## config.mk

```make
export PLATFORM = sky130hd
export DESIGN_NAME = pc_fetch_sequencer_flat
export DESIGN_NICKNAME = d
export VERILOG_FILES = /design/src/rtl/pc_fetch_sequencer_pkg.sv /design/src/rtl/pc_fetch_sequencer_if.sv /design/src/rtl/pc_fetch_sequencer_next_sel.sv /design/src/rtl/pc_fetch_sequencer.sv /design/src/flat_wrapper.sv
export SDC_FILE = /design/constraint.sdc
export NUM_CORES = 1
export LEC_CHECK = 0
export BUFFER_PORTS_ARGS = -buffer_cell sky130_fd_sc_hd__buf_2
export CORE_ASPECT_RATIO = 1.4
export CORE_MARGIN = 1
export CORE_UTILIZATION = 51
export DETAILED_ROUTE_END_ITERATION = 8
export HOLD_SLACK_MARGIN = 0.03
export PLACE_DENSITY = 0.79
export SYNTH_ARGS = -nofsm -noshare
export SYNTH_HDL_FRONTEND = slang
export SYNTH_SLANG_ARGS = --single-unit
export TNS_END_PERCENT = 10
```

## constraint.sdc

```tcl
create_clock -name clk -period 4.2 [get_ports clk]
set_input_delay 0.21 -clock clk [delete_from_list [all_inputs] [get_ports clk]]
set_output_delay 0.21 -clock clk [all_outputs]
set_load 0.01 [all_outputs]
```

## src/rtl/pc_fetch_sequencer_pkg.sv

```systemverilog
// rtl/pc_fetch_sequencer_pkg.sv - shared types, default vectors and target helpers for the fetch sequencer
package pc_fetch_sequencer_pkg;

   // Sequencer states; S_HALT is only left through reset.
   typedef enum logic [1:0] {
      S_BOOT  = 2'd0,
      S_FETCH = 2'd1,
      S_EXEC  = 2'd2,
      S_HALT  = 2'd3
   } state_t;

   // Which source produced the next PC.
   typedef enum logic [1:0] {
      SEL_SEQ = 2'd0,
      SEL_BR  = 2'd1,
      SEL_J   = 2'd2,
      SEL_JR  = 2'd3
   } sel_t;

   localparam logic [31:0] DEF_RESET_VECTOR = 32'h0000_0000;
   localparam logic [31:0] DEF_EXC_VECTOR   = 32'h0000_0080;
   localparam logic [7:0]  DEF_ACK_TIMEOUT  = 8'd255;

   // Branch offset is a word offset; the shift drops the top two bits, giving a plain 32-bit wrap.
   function automatic logic [31:0] branch_target(input logic [31:0] pc4, input logic [31:0] offset);
      return pc4 + {offset[29:0], 2'b00};
   endfunction

   // J/JAL keep the 256 MB region of the delay-slot address (PC+4), not of the jump itself.
   function automatic logic [31:0] jump_target(input logic [31:0] pc4, input logic [25:0] index);
      return {pc4[31:28], index, 2'b00};
   endfunction

endpackage

```

## src/rtl/pc_fetch_sequencer_if.sv

```systemverilog
// rtl/pc_fetch_sequencer_if.sv - instruction-memory fetch handshake between sequencer and imem
interface pc_fetch_sequencer_if;

   logic        fetch_req;
   logic        fetch_ack;
   logic [31:0] pc_out;
   logic [31:0] pc_plus4;

   modport master (
      output fetch_req,
      output pc_out,
      output pc_plus4,
      input  fetch_ack
   );

   modport slave (
      input  fetch_req,
      input  pc_out,
      input  pc_plus4,
      output fetch_ack
   );

endinterface

```

## src/rtl/pc_fetch_sequencer_next_sel.sv

```systemverilog
// rtl/pc_fetch_sequencer_next_sel.sv - combinational next-PC selection with jr > jump > branch > sequential priority
module pc_fetch_sequencer_next_sel
   import pc_fetch_sequencer_pkg::*;
#(
   parameter logic [31:0] EXC_VECTOR = DEF_EXC_VECTOR
) (
   input  logic [31:0] pc_i,
   input  logic        branch_taken_i,
   input  logic [31:0] branch_offset_i,
   input  logic        jump_i,
   input  logic [25:0] jump_index_i,
   input  logic        jr_i,
   input  logic [31:0] jr_target_i,
   output logic [31:0] next_pc_o,
   output sel_t        sel_o,
   output logic        misalign_o
);

   logic [31:0] pc4;

   assign pc4 = pc_i + 32'd4;

   // Priority redirect mux; a misaligned JR target diverts to the exception vector.
   always_comb begin
      next_pc_o  = pc4;
      sel_o      = SEL_SEQ;
      misalign_o = 1'b0;
      if (jr_i) begin
         sel_o = SEL_JR;
         if (jr_target_i[1:0] == 2'b00) begin
            next_pc_o = jr_target_i;
         end else begin
            next_pc_o  = EXC_VECTOR;
            misalign_o = 1'b1;
         end
      end else if (jump_i) begin
         sel_o     = SEL_J;
         next_pc_o = jump_target(pc4, jump_index_i);
      end else if (branch_taken_i) begin
         sel_o     = SEL_BR;
         next_pc_o = branch_target(pc4, branch_offset_i);
      end
   end

endmodule

```

## src/rtl/pc_fetch_sequencer.sv

```systemverilog
// rtl/pc_fetch_sequencer.sv - program counter owner and fetch/execute sequencing FSM
module pc_fetch_sequencer
   import pc_fetch_sequencer_pkg::*;
#(
   parameter logic [31:0] RESET_VECTOR = DEF_RESET_VECTOR,
   parameter logic [31:0] EXC_VECTOR   = DEF_EXC_VECTOR,
   parameter logic [7:0]  ACK_TIMEOUT  = DEF_ACK_TIMEOUT
) (
   input  logic                     clk,
   input  logic                     rst_n,
   pc_fetch_sequencer_if.master     imem,
   output logic                     instr_valid_o,
   input  logic                     stall_i,
   input  logic                     branch_taken_i,
   input  logic [31:0]              branch_offset_i,
   input  logic                     jump_i,
   input  logic [25:0]              jump_index_i,
   input  logic                     jr_i,
   input  logic [31:0]              jr_target_i,
   output logic                     addr_err_o,
   output logic                     fetch_err_o
);

   state_t      state_q, state_d;
   logic [31:0] pc_q, pc_d;
   logic [7:0]  cnt_q, cnt_d;
   logic        fetch_err_q, fetch_err_d;
   logic        addr_err_q, addr_err_d;

   logic [31:0] next_pc;
   sel_t        next_sel;
   logic        next_misalign;

   pc_fetch_sequencer_next_sel #(
      .EXC_VECTOR (EXC_VECTOR)
   ) u_next_sel (
      .pc_i            (pc_q),
      .branch_taken_i  (branch_taken_i),
      .branch_offset_i (branch_offset_i),
      .jump_i          (jump_i),
      .jump_index_i    (jump_index_i),
      .jr_i            (jr_i),
      .jr_target_i     (jr_target_i),
      .next_pc_o       (next_pc),
      .sel_o           (next_sel),
      .misalign_o      (next_misalign)
   );

   // State, PC, timeout counter and error flags; reset forces everything back to boot.
   always_ff @(posedge clk or negedge rst_n) begin
      if (!rst_n) begin
         state_q     <= S_BOOT;
         pc_q        <= RESET_VECTOR;
         cnt_q       <= 8'd0;
         fetch_err_q <= 1'b0;
         addr_err_q  <= 1'b0;
      end else begin
         state_q     <= state_d;
         pc_q        <= pc_d;
         cnt_q       <= cnt_d;
         fetch_err_q <= fetch_err_d;
         addr_err_q  <= addr_err_d;
      end
   end

   // Next-state logic; the PC only moves when leaving S_EXEC unstalled, and ack beats the timeout.
   always_comb begin
      state_d     = state_q;
      pc_d        = pc_q;
      cnt_d       = cnt_q;
      fetch_err_d = fetch_err_q;
      addr_err_d  = 1'b0;
      case (state_q)
         S_BOOT: begin
            state_d = S_FETCH;
            cnt_d   = 8'd0;
         end
         S_FETCH: begin
            if (imem.fetch_ack) begin
               state_d = S_EXEC;
            end else if (cnt_q == (ACK_TIMEOUT - 8'd1)) begin
               state_d     = S_HALT;
               fetch_err_d = 1'b1;
            end else begin
               cnt_d = cnt_q + 8'd1;
            end
         end
         S_EXEC: begin
            if (!stall_i) begin
               state_d    = S_FETCH;
               pc_d       = next_pc;
               cnt_d      = 8'd0;
               addr_err_d = (next_sel == SEL_JR) && next_misalign;
            end
         end
         S_HALT: begin
            state_d = S_HALT;
         end
         default: begin
            state_d = S_HALT;
         end
      endcase
   end

   assign imem.fetch_req = (state_q == S_FETCH);
   assign imem.pc_out    = pc_q;
   assign imem.pc_plus4  = pc_q + 32'd4;
   assign instr_valid_o  = (state_q == S_EXEC);
   assign addr_err_o     = addr_err_q;
   assign fetch_err_o    = fetch_err_q;

endmodule

```

## src/flat_wrapper.sv

```systemverilog
// flat-port wrapper written by rule: the top's interface ports become plain ports
module pc_fetch_sequencer_flat import pc_fetch_sequencer_pkg::*;
#(
   parameter logic [31:0] RESET_VECTOR = DEF_RESET_VECTOR,
   parameter logic [31:0] EXC_VECTOR   = DEF_EXC_VECTOR,
   parameter logic [7:0]  ACK_TIMEOUT  = DEF_ACK_TIMEOUT
)
  (clk, rst_n, instr_valid_o, stall_i, branch_taken_i, branch_offset_i, jump_i, jump_index_i, jr_i, jr_target_i, addr_err_o, fetch_err_o, imem_fetch_req, imem_pc_out, imem_pc_plus4, imem_fetch_ack);
  pc_fetch_sequencer_if imem_i ();
  input  logic clk;
  input  logic rst_n;
  output logic instr_valid_o;
  input  logic stall_i;
  input  logic branch_taken_i;
  input  logic [31:0] branch_offset_i;
  input  logic jump_i;
  input  logic [25:0] jump_index_i;
  input  logic jr_i;
  input  logic [31:0] jr_target_i;
  output logic addr_err_o;
  output logic fetch_err_o;
  output wire logic [$bits(imem_i.fetch_req)-1:0] imem_fetch_req;
  output wire logic [$bits(imem_i.pc_out)-1:0] imem_pc_out;
  output wire logic [$bits(imem_i.pc_plus4)-1:0] imem_pc_plus4;
  input wire logic [$bits(imem_i.fetch_ack)-1:0] imem_fetch_ack;
  assign imem_fetch_req = imem_i.fetch_req;
  assign imem_pc_out = imem_i.pc_out;
  assign imem_pc_plus4 = imem_i.pc_plus4;
  assign imem_i.fetch_ack = imem_fetch_ack;
  pc_fetch_sequencer #(.RESET_VECTOR(RESET_VECTOR), .EXC_VECTOR(EXC_VECTOR), .ACK_TIMEOUT(ACK_TIMEOUT)) u_core (.clk(clk), .rst_n(rst_n), .imem(imem_i), .instr_valid_o(instr_valid_o), .stall_i(stall_i), .branch_taken_i(branch_taken_i), .branch_offset_i(branch_offset_i), .jump_i(jump_i), .jump_index_i(jump_index_i), .jr_i(jr_i), .jr_target_i(jr_target_i), .addr_err_o(addr_err_o), .fetch_err_o(fetch_err_o));
endmodule
```

==> results of run 1 <==
cell usage in the layout (no fill, tap or decap), types with 4 or more instances in the layout:
cell and instances:
and2_1 5, mux2i_1 7, xor2_2 4, o211ai_1 5, nor3_1 9, dfrtp_1 42
nand2b_1 10, nand4_1 11, a21o_1 18, xor2_1 24, a21oi_1 53, a221oi_1 10
xnor2_1 26, a22oi_1 7, o21a_1 4, buf_2 162, buf_4 12, a221o_1 9
o21ai_0 25, a31oi_1 9, and3_1 10, nand2_1 50, clkbuf_16 5, a222oi_1 4
ha_1 37, nor2b_1 7, o21ai_1 8, nor2_1 54, inv_1 13, nand3_1 19
what timing repair did:
action                                  in CTS  in global routing
gates resized for setup                      0                  7
setup buffers                                0                  3
endpoints found under the setup margin       0                  5
routing by layer:
| metal | vias up | wire, um |
|---|---|---|
| met4 | 0 | 617 |
| met2 | 239 | 7260 |
| met3 | 62 | 1060 |
| met5 | - | 0 |
| li1 | 2381 | - |
| met1 | 2327 | 5310 |
logic make-up (layout without fill, tap and decap cells):
group	after synthesis	count (layout)	synth area share [%]
AOI/OAI and AO/OA	176	176	26.0
xor gates and xnor gates	54	54	10.7
adders and majority gates	39	39	11.0
buffers and inverters	43	195	3.83
DFF	44	44	24.4
muxes	7	7	1.55
and+or+nand+nor	200	200	22.6
power by group through the flow:
stage                     clock (W)  combinational, W  sequential [W]
after detailed placement          0          0.000177        0.000432
final                      0.000457          0.000181        0.000424
after global routing       0.000477          0.000199        0.000423
after floorplan                   0         0.0000953        0.000432
after global placement            0          0.000174        0.000432
after CTS                  0.000461          0.000179        0.000424
critical path, stage by stage, from the launching register on:
cell,delay [ns]
dfrtp_1,0.42
and3_1,0.21
or3b_1,0.48
nor2_1,0.16
xor2_1,0.26
ha_1,0.33
a21o_1,0.20
a31o_2,0.25
a21oi_2,0.14
o21ai_1,0.16
a311oi_1,0.46
o21ai_1,0.21
and3_1,0.21
a2111oi_1,0.36
synth_stat cells (all sizes together) (8+ instances only):
master  instances
nor2           55
a21oi          54
nand2          51
dfrtp          44
ha             38
o21ai          33
xor2           28
xnor2          26
clkbuf         22
nand3          19
a21o           18
inv            13
nand4          12
a221oi         10
and3           10
nand2b         10
a221o           9
a31oi           9
nor3            9
buf             8
nor2b           8
final cells by class:
type / instances / area (um^2)
timing repair buffer: 174 / 901
multi-input combinational: 476 / 3270
clock buffer: 5 / 125
fill: 770 / 2940
clock inverter: 3 / 42.5
tap: 105 / 131
inverter: 13 / 48.8
sequential: 44 / 1100
stage by stage:
stage / hold WS (ns) / power [W] / instance area (um^2) / util, %
global route: 0.166 / 0.00110 / 5620 / 65.7
detailed placement: 0.443 / 0.000609 / 5400 / 63.1
global placement: 0.436 / 0.000605 / 5400 / 63.1
finish: 0.115 / 0.00106 / 5620 / 65.7
CTS: 0.137 / 0.00106 / 5570 / 65.1
floorplan: -0.0856 / 0.000527 / 4510 / -
flip-flops by register name (all words and copies together) (netlist names):
register / cells
u_core.imem.pc_out: 32
u_core.addr_err_o: 1
u_core.state_q: 2
u_core.cnt_q: 8
u_core.fetch_err_o: 1
worst paths after layout:
path	to
worst min-delay path	u_core.imem.pc_out[23]$_DFFE_PN0P_
worst max-delay path	u_core.imem.pc_out[26]$_DFFE_PN0P_
max in group asynchronous	u_core.imem.pc_out[5]$_DFFE_PN0P_
min in group clk	u_core.state_q[0]$_DFFE_PN0P_
worst min register to register	u_core.fetch_err_o$_DFFE_PN0P_
worst max register to register	u_core.imem.pc_out[26]$_DFFE_PN0P_
==> run summary, run 1 <==
Die Wd: 81.5 um
Final Max Tran Viols: 0
Post-synthesis sequential area ratio: 24.4%
Final WS setup: 0.231 ns
Initial antenna violation count: 0
Critical path arrival: 4.14 ns
Seq pwr share: 39.9%
Busiest layer in global routing: met2
Starting Density: 52.7%
Routability congestion estimate: 0.940
CTS tree: built
P_leak: 2.95 nW
Largest net degree at the start of global routing: 45
Vias per cell: 6.11
Final Cycle Share: 94.5%
Average cell area after synthesis: 8.01 um^2
Seq cells post-synth: 44
Cell variety after synth: 63
Avg WL per Cell: 17.4 um
Rows: 40
Die Ht: 113 um
Yosys top cell area share: 24.4%
Grt met3 use: 5.08%
GRT Total Usage: 31.9%
Worst skew pair latency: 0.29 ns
Worst Hold Class: primary input to asynchronous set/reset pin
Startpoint types: flip-flop
Share of cells above drive strength 1: 28.7%
Relative slew slack: 28.4%
Synth warn: 0
Total CTS buffers: 5
Antenna-violating nets left: 0
Total grt overflow: 0
Worst vdd ir: 176 uV
Outcome: finished clean
Clock power frac: 43.0%
FF-to-FF path depth: 13
Switch Pwr: 0.000279 W
DP Worst Slack: 0.207 ns
EDFF count, synth: 0
Dominant cells by area after synthesis: dfrtp_1 (24%), ha_1 (11%), a21oi_1 (5.9%)
Crit. End Element: flip-flop
Synth Flop Type: dfrtp_1
Post-route minimum period: 3.97 ns
CTS root buffer: clkbuf_16
Pwr dens: 189 nW/um^2
First drt pass iteration count: 5
Hold Violations, Final: 0
Crit Path Max Fanout: 6
Final Non-Filler Cells: 820
Max clock buf depth: 2
First-pass GRT wire length: 23000 um
Area growth syn-to-layout: 24.6%
Final WL: 14200 um
R2r setup slk: 0.23 ns
Vias in the first global route: 4983
Final setup fails: 0
Clk sink count: 44
Cells after Synth: 563
Clock-pin slew on the worst setup and hold paths: 0.07 ns
Syn nets: 699
# IOs: 165
Critical path startpoint: u_core.imem.pc_out[3]$_DFFE_PN0P_
Int Pwr: 0.000782 W
Worst EP required: 4.37 ns
DR vias: 5009
CP Class: flip-flop to flip-flop
ANT cells: 0
Dpl hpwl: 11000 um
GR Util met1: 35.4%
Final net count: 850
PortBufs: 162
Post-synth top area cell: dfrtp_1
Post-CTS Hold Buffers: 0
Global Route met2 Usage: 57.4%
Switching share of power: 26.3%
Dpl cells: 809
Skew final: 0.0102 ns
DR iter-0 viols: 278
Die area: 9220 um^2
Reg2reg start: u_core.imem.pc_out[3]$_DFFE_PN0P_
Setup TNS Final: 0 ns
Least-Margin Pin Slew: 1.07 ns
H-tree Lvls: 2
RSZ-0062 raised after global routing: no
Core Region: 8560 um^2
Mapped Area: 4510 um^2
Power share of the combinational group: 17.0%
Fmax: 252 MHz
Post-route DRC: 0
Fraction of registers with async set/reset: 100%
Max_cap viols: 0
(Power assumes the default switching activity.)
==> run 2: changes to the inputs <==
Settings changed: CELL_PAD_IN_SITES_DETAIL_PLACEMENT from default to 0, CELL_PAD_IN_SITES_GLOBAL_PLACEMENT from default to 1, CORE_UTILIZATION 51 to 36, GPL_TIMING_DRIVEN from default to 0, PLACE_DENSITY 0.79 to 0.78.
==> run summary, run 2 (synthesis gave the netlist of run 1 again) <==
DR vias: 5020 (+0.22%)
PortBufs: 162 (unchanged)
Worst-path cell chain: and3_1 -> or3b_1 -> buf_2 -> or3_4 -> nor2_1 -> xor2_2 -> ha_1 -> a21o_1 -> a21oi_1 -> o21bai_1 -> a21o_1 -> a21o_1 -> a221oi_1 -> o31ai_2 -> mux2i_1 -> nand2_1
Max reg flops: 32 (unchanged)
Core Region: 12300 um^2 (+43%)
Dpl hpwl: 12900 um (+17%)
Worst EP required: 4.38 ns (about the same)
First drt pass iteration count: 5 (unchanged)
Worst hold slack: 0.110 ns (-0.00520 ns)
Post-route DRC: 0 (unchanged)
Antenna-violating nets left: 0 (unchanged)
GRT Total Usage: 25.0% (-6.9 points)
Relative slew slack: 28.5% (+0.13 points)
Worst Hold Class: primary input to asynchronous set/reset pin
Area of the multi-input gates: 3290 um^2 (+0.57%)
Max clock buf depth: 2 (unchanged)
Startpoint types: flip-flop
Outcome: finished clean
Worst skew pair latency: 0.29 ns (about the same)
Critical path arrival: 4.20 ns (+0.06 ns)
DR iter-0 viols: 233 (-16%)
H-tree Lvls: 2 (unchanged)
Commonest non-fill, non-tap cell in the layout: buf_2
Vias in the first global route: 4833 (-3.0%)
Reg area: 1100 um^2 (-0.11%)
Final Max Tran Viols: 0 (unchanged)
Starting Density: 36.8% (-16 points)
Cell family with most CP delay: compound AO/OA/AOI/OAI gates
ANT cells: 0 (unchanged)
P_leak: 2.97 nW (+0.78%)
# IOs: 165 (unchanged)
Final Non-Filler Cells: 885 (+7.9%)
Skew final: 0.00759 ns (-0.00260 ns)
CTS root buffer: clkbuf_16
Post-layout util: 46.8% (-19 points)
CP Class: flip-flop to flip-flop
Area growth syn-to-layout: 27.3%
Share of cells above drive strength 1: 27.2% (-1.5 points)
DP Worst Slack: -0.0493 ns (-0.257 ns)
Die Ht: 134 um (+19%)
Routability congestion estimate: 0.915 (-2.6%)
Clock-pin slew on the worst setup and hold paths: 0.07 ns (about the same)
Avg WL per Cell: 18.3 um (+5.6%)
Final net count: 870 (+2.4%)
Crit. End Element: flip-flop
Filler cell count: 1293 (+68%)
Crit path max-delay cell type: dfrtp_1
Die Wd: 96.6 um (+19%)
Worst vdd ir: 167 uV (-4.8%)
Hold Violations, Final: 0 (unchanged)
Pwr dens: 186 nW/um^2 (-1.5%)
Total CTS buffers: 5 (unchanged)
Total grt overflow: 0 (unchanged)
Commonest cells after routing, fill and taps aside: buf_2 (165), nor2_1 (54), a21oi_1 (53)
Die area: 13000 um^2 (+41%)
Post-CTS Hold Buffers: 0 (unchanged)
Largest net degree at the start of global routing: 45 (unchanged)
Final WL: 16200 um (+14%)
Critical Path Max Stage Delay: 0.46 ns (-0.02 ns)
Final Cycle Share: 95.8% (+1.3 points)
Fmax: 249 MHz (-1.3%)
Initial antenna violation count: 0 (unchanged)
Max_cap viols: 0 (unchanged)
Dpl cells: 875 (+8.2%)
Clk sink count: 44 (unchanged)
First-pass GRT wire length: 24500 um (+6.6%)
Final setup fails: 0 (unchanged)
Post-route minimum period: 4.02 ns (+0.0531 ns)
Crit path top cell by count: a21o_1
Final WS setup: 0.177 ns (-0.0531 ns)
Least-Margin Pin Slew: 1.07 ns (-0.00194 ns)
Vias per cell: 5.67 (-7.1%)
Crit Path Max Fanout: 6 (unchanged)
Rows: 48 (+20%)
Worst path bufs/invs: 1 (+1)
CTS tree: built
RSZ-0062 raised after global routing: yes
run 2: power by group:
group,switching [W],internal (W)
registers,0,0.000424
logic,0.000110,0.0000786
clock network,0.000175,0.000280
run 2: area by class of cell:
type,instances,area share [%]
Tap cell,150,3.27
Sequential cell,44,19.2
Clock inverter,2,0.611
Buffer,30,2.16
Multi-Input combinational cell,476,57.3
Clock buffer,6,2.25
Inverter,13,0.850
Timing Repair Buffer,164,14.4
run 2: path summary, 6_finish.rpt:
kind / slack, ns / cells after the start / startpoint / to
setup / recovery: 0.18 / 16 / u_core.imem.pc_out[5]$_DFFE_PN0P_ / u_core.imem.pc_out[28]$_DFFE_PN0P_
hold / removal: 0.11 / 1 / rst_n / u_core.imem.pc_out[24]$_DFFE_PN0P_
setup reg to reg: 0.18 / 16 / u_core.imem.pc_out[5]$_DFFE_PN0P_ / u_core.imem.pc_out[28]$_DFFE_PN0P_
hold reg to reg: 0.48 / 1 / u_core.fetch_err_o$_DFFE_PN0P_ / u_core.fetch_err_o$_DFFE_PN0P_
max in group asynchronous: 3.35 / 1 / rst_n / u_core.imem.pc_out[2]$_DFFE_PN0P_
min in group clk: 0.15 / 2 / imem_fetch_ack / u_core.state_q[0]$_DFFE_PN0P_
run 2: worst reg2reg max path, stage by stage (launching register included):
cell      delay [ns]
dfrtp_1         0.46
and3_1          0.20
or3b_1          0.33
buf_2           0.17
or3_4           0.40
nor2_1          0.20
xor2_2          0.25
ha_1            0.33
a21o_1          0.21
a21oi_1         0.17
o21bai_1        0.09
a21o_1          0.18
a21o_1          0.17
a221oi_1        0.31
o31ai_2         0.15
mux2i_1         0.20
nand2_1         0.07
run 2: per-layer routing:
metal | up-vias | GRT usage, % | routed length [um]
met5 | - | 0 | 0
met4 | 0 | 11.9 | 704
met3 | 44 | 3.80 | 968
met2 | 206 | 42.7 | 8070
met1 | 2366 | 29.9 | 6490
li1 | 2404 | - | -
run 2: per-stage QoR:
step | total power (W) | setup TNS [ns] | instance area, um^2
floorplan | 0.000527 | 0 | 4510
finish | 0.00107 | 0 | 5740
global placement | 0.000617 | 0 | 5510
global route | 0.00111 | -0.0859 | 5740
detailed placement | 0.000618 | -0.0548 | 5510
CTS | 0.00107 | 0 | 5690
run 2: what timing repair did:
| item | in CTS | in global routing |
|---|---|---|
| pin swaps | 1 | 1 |
| gates resized for setup | 1 | 10 |
| endpoints found under the setup margin | 3 | 6 |
| buffers inserted | 2 | 0 |
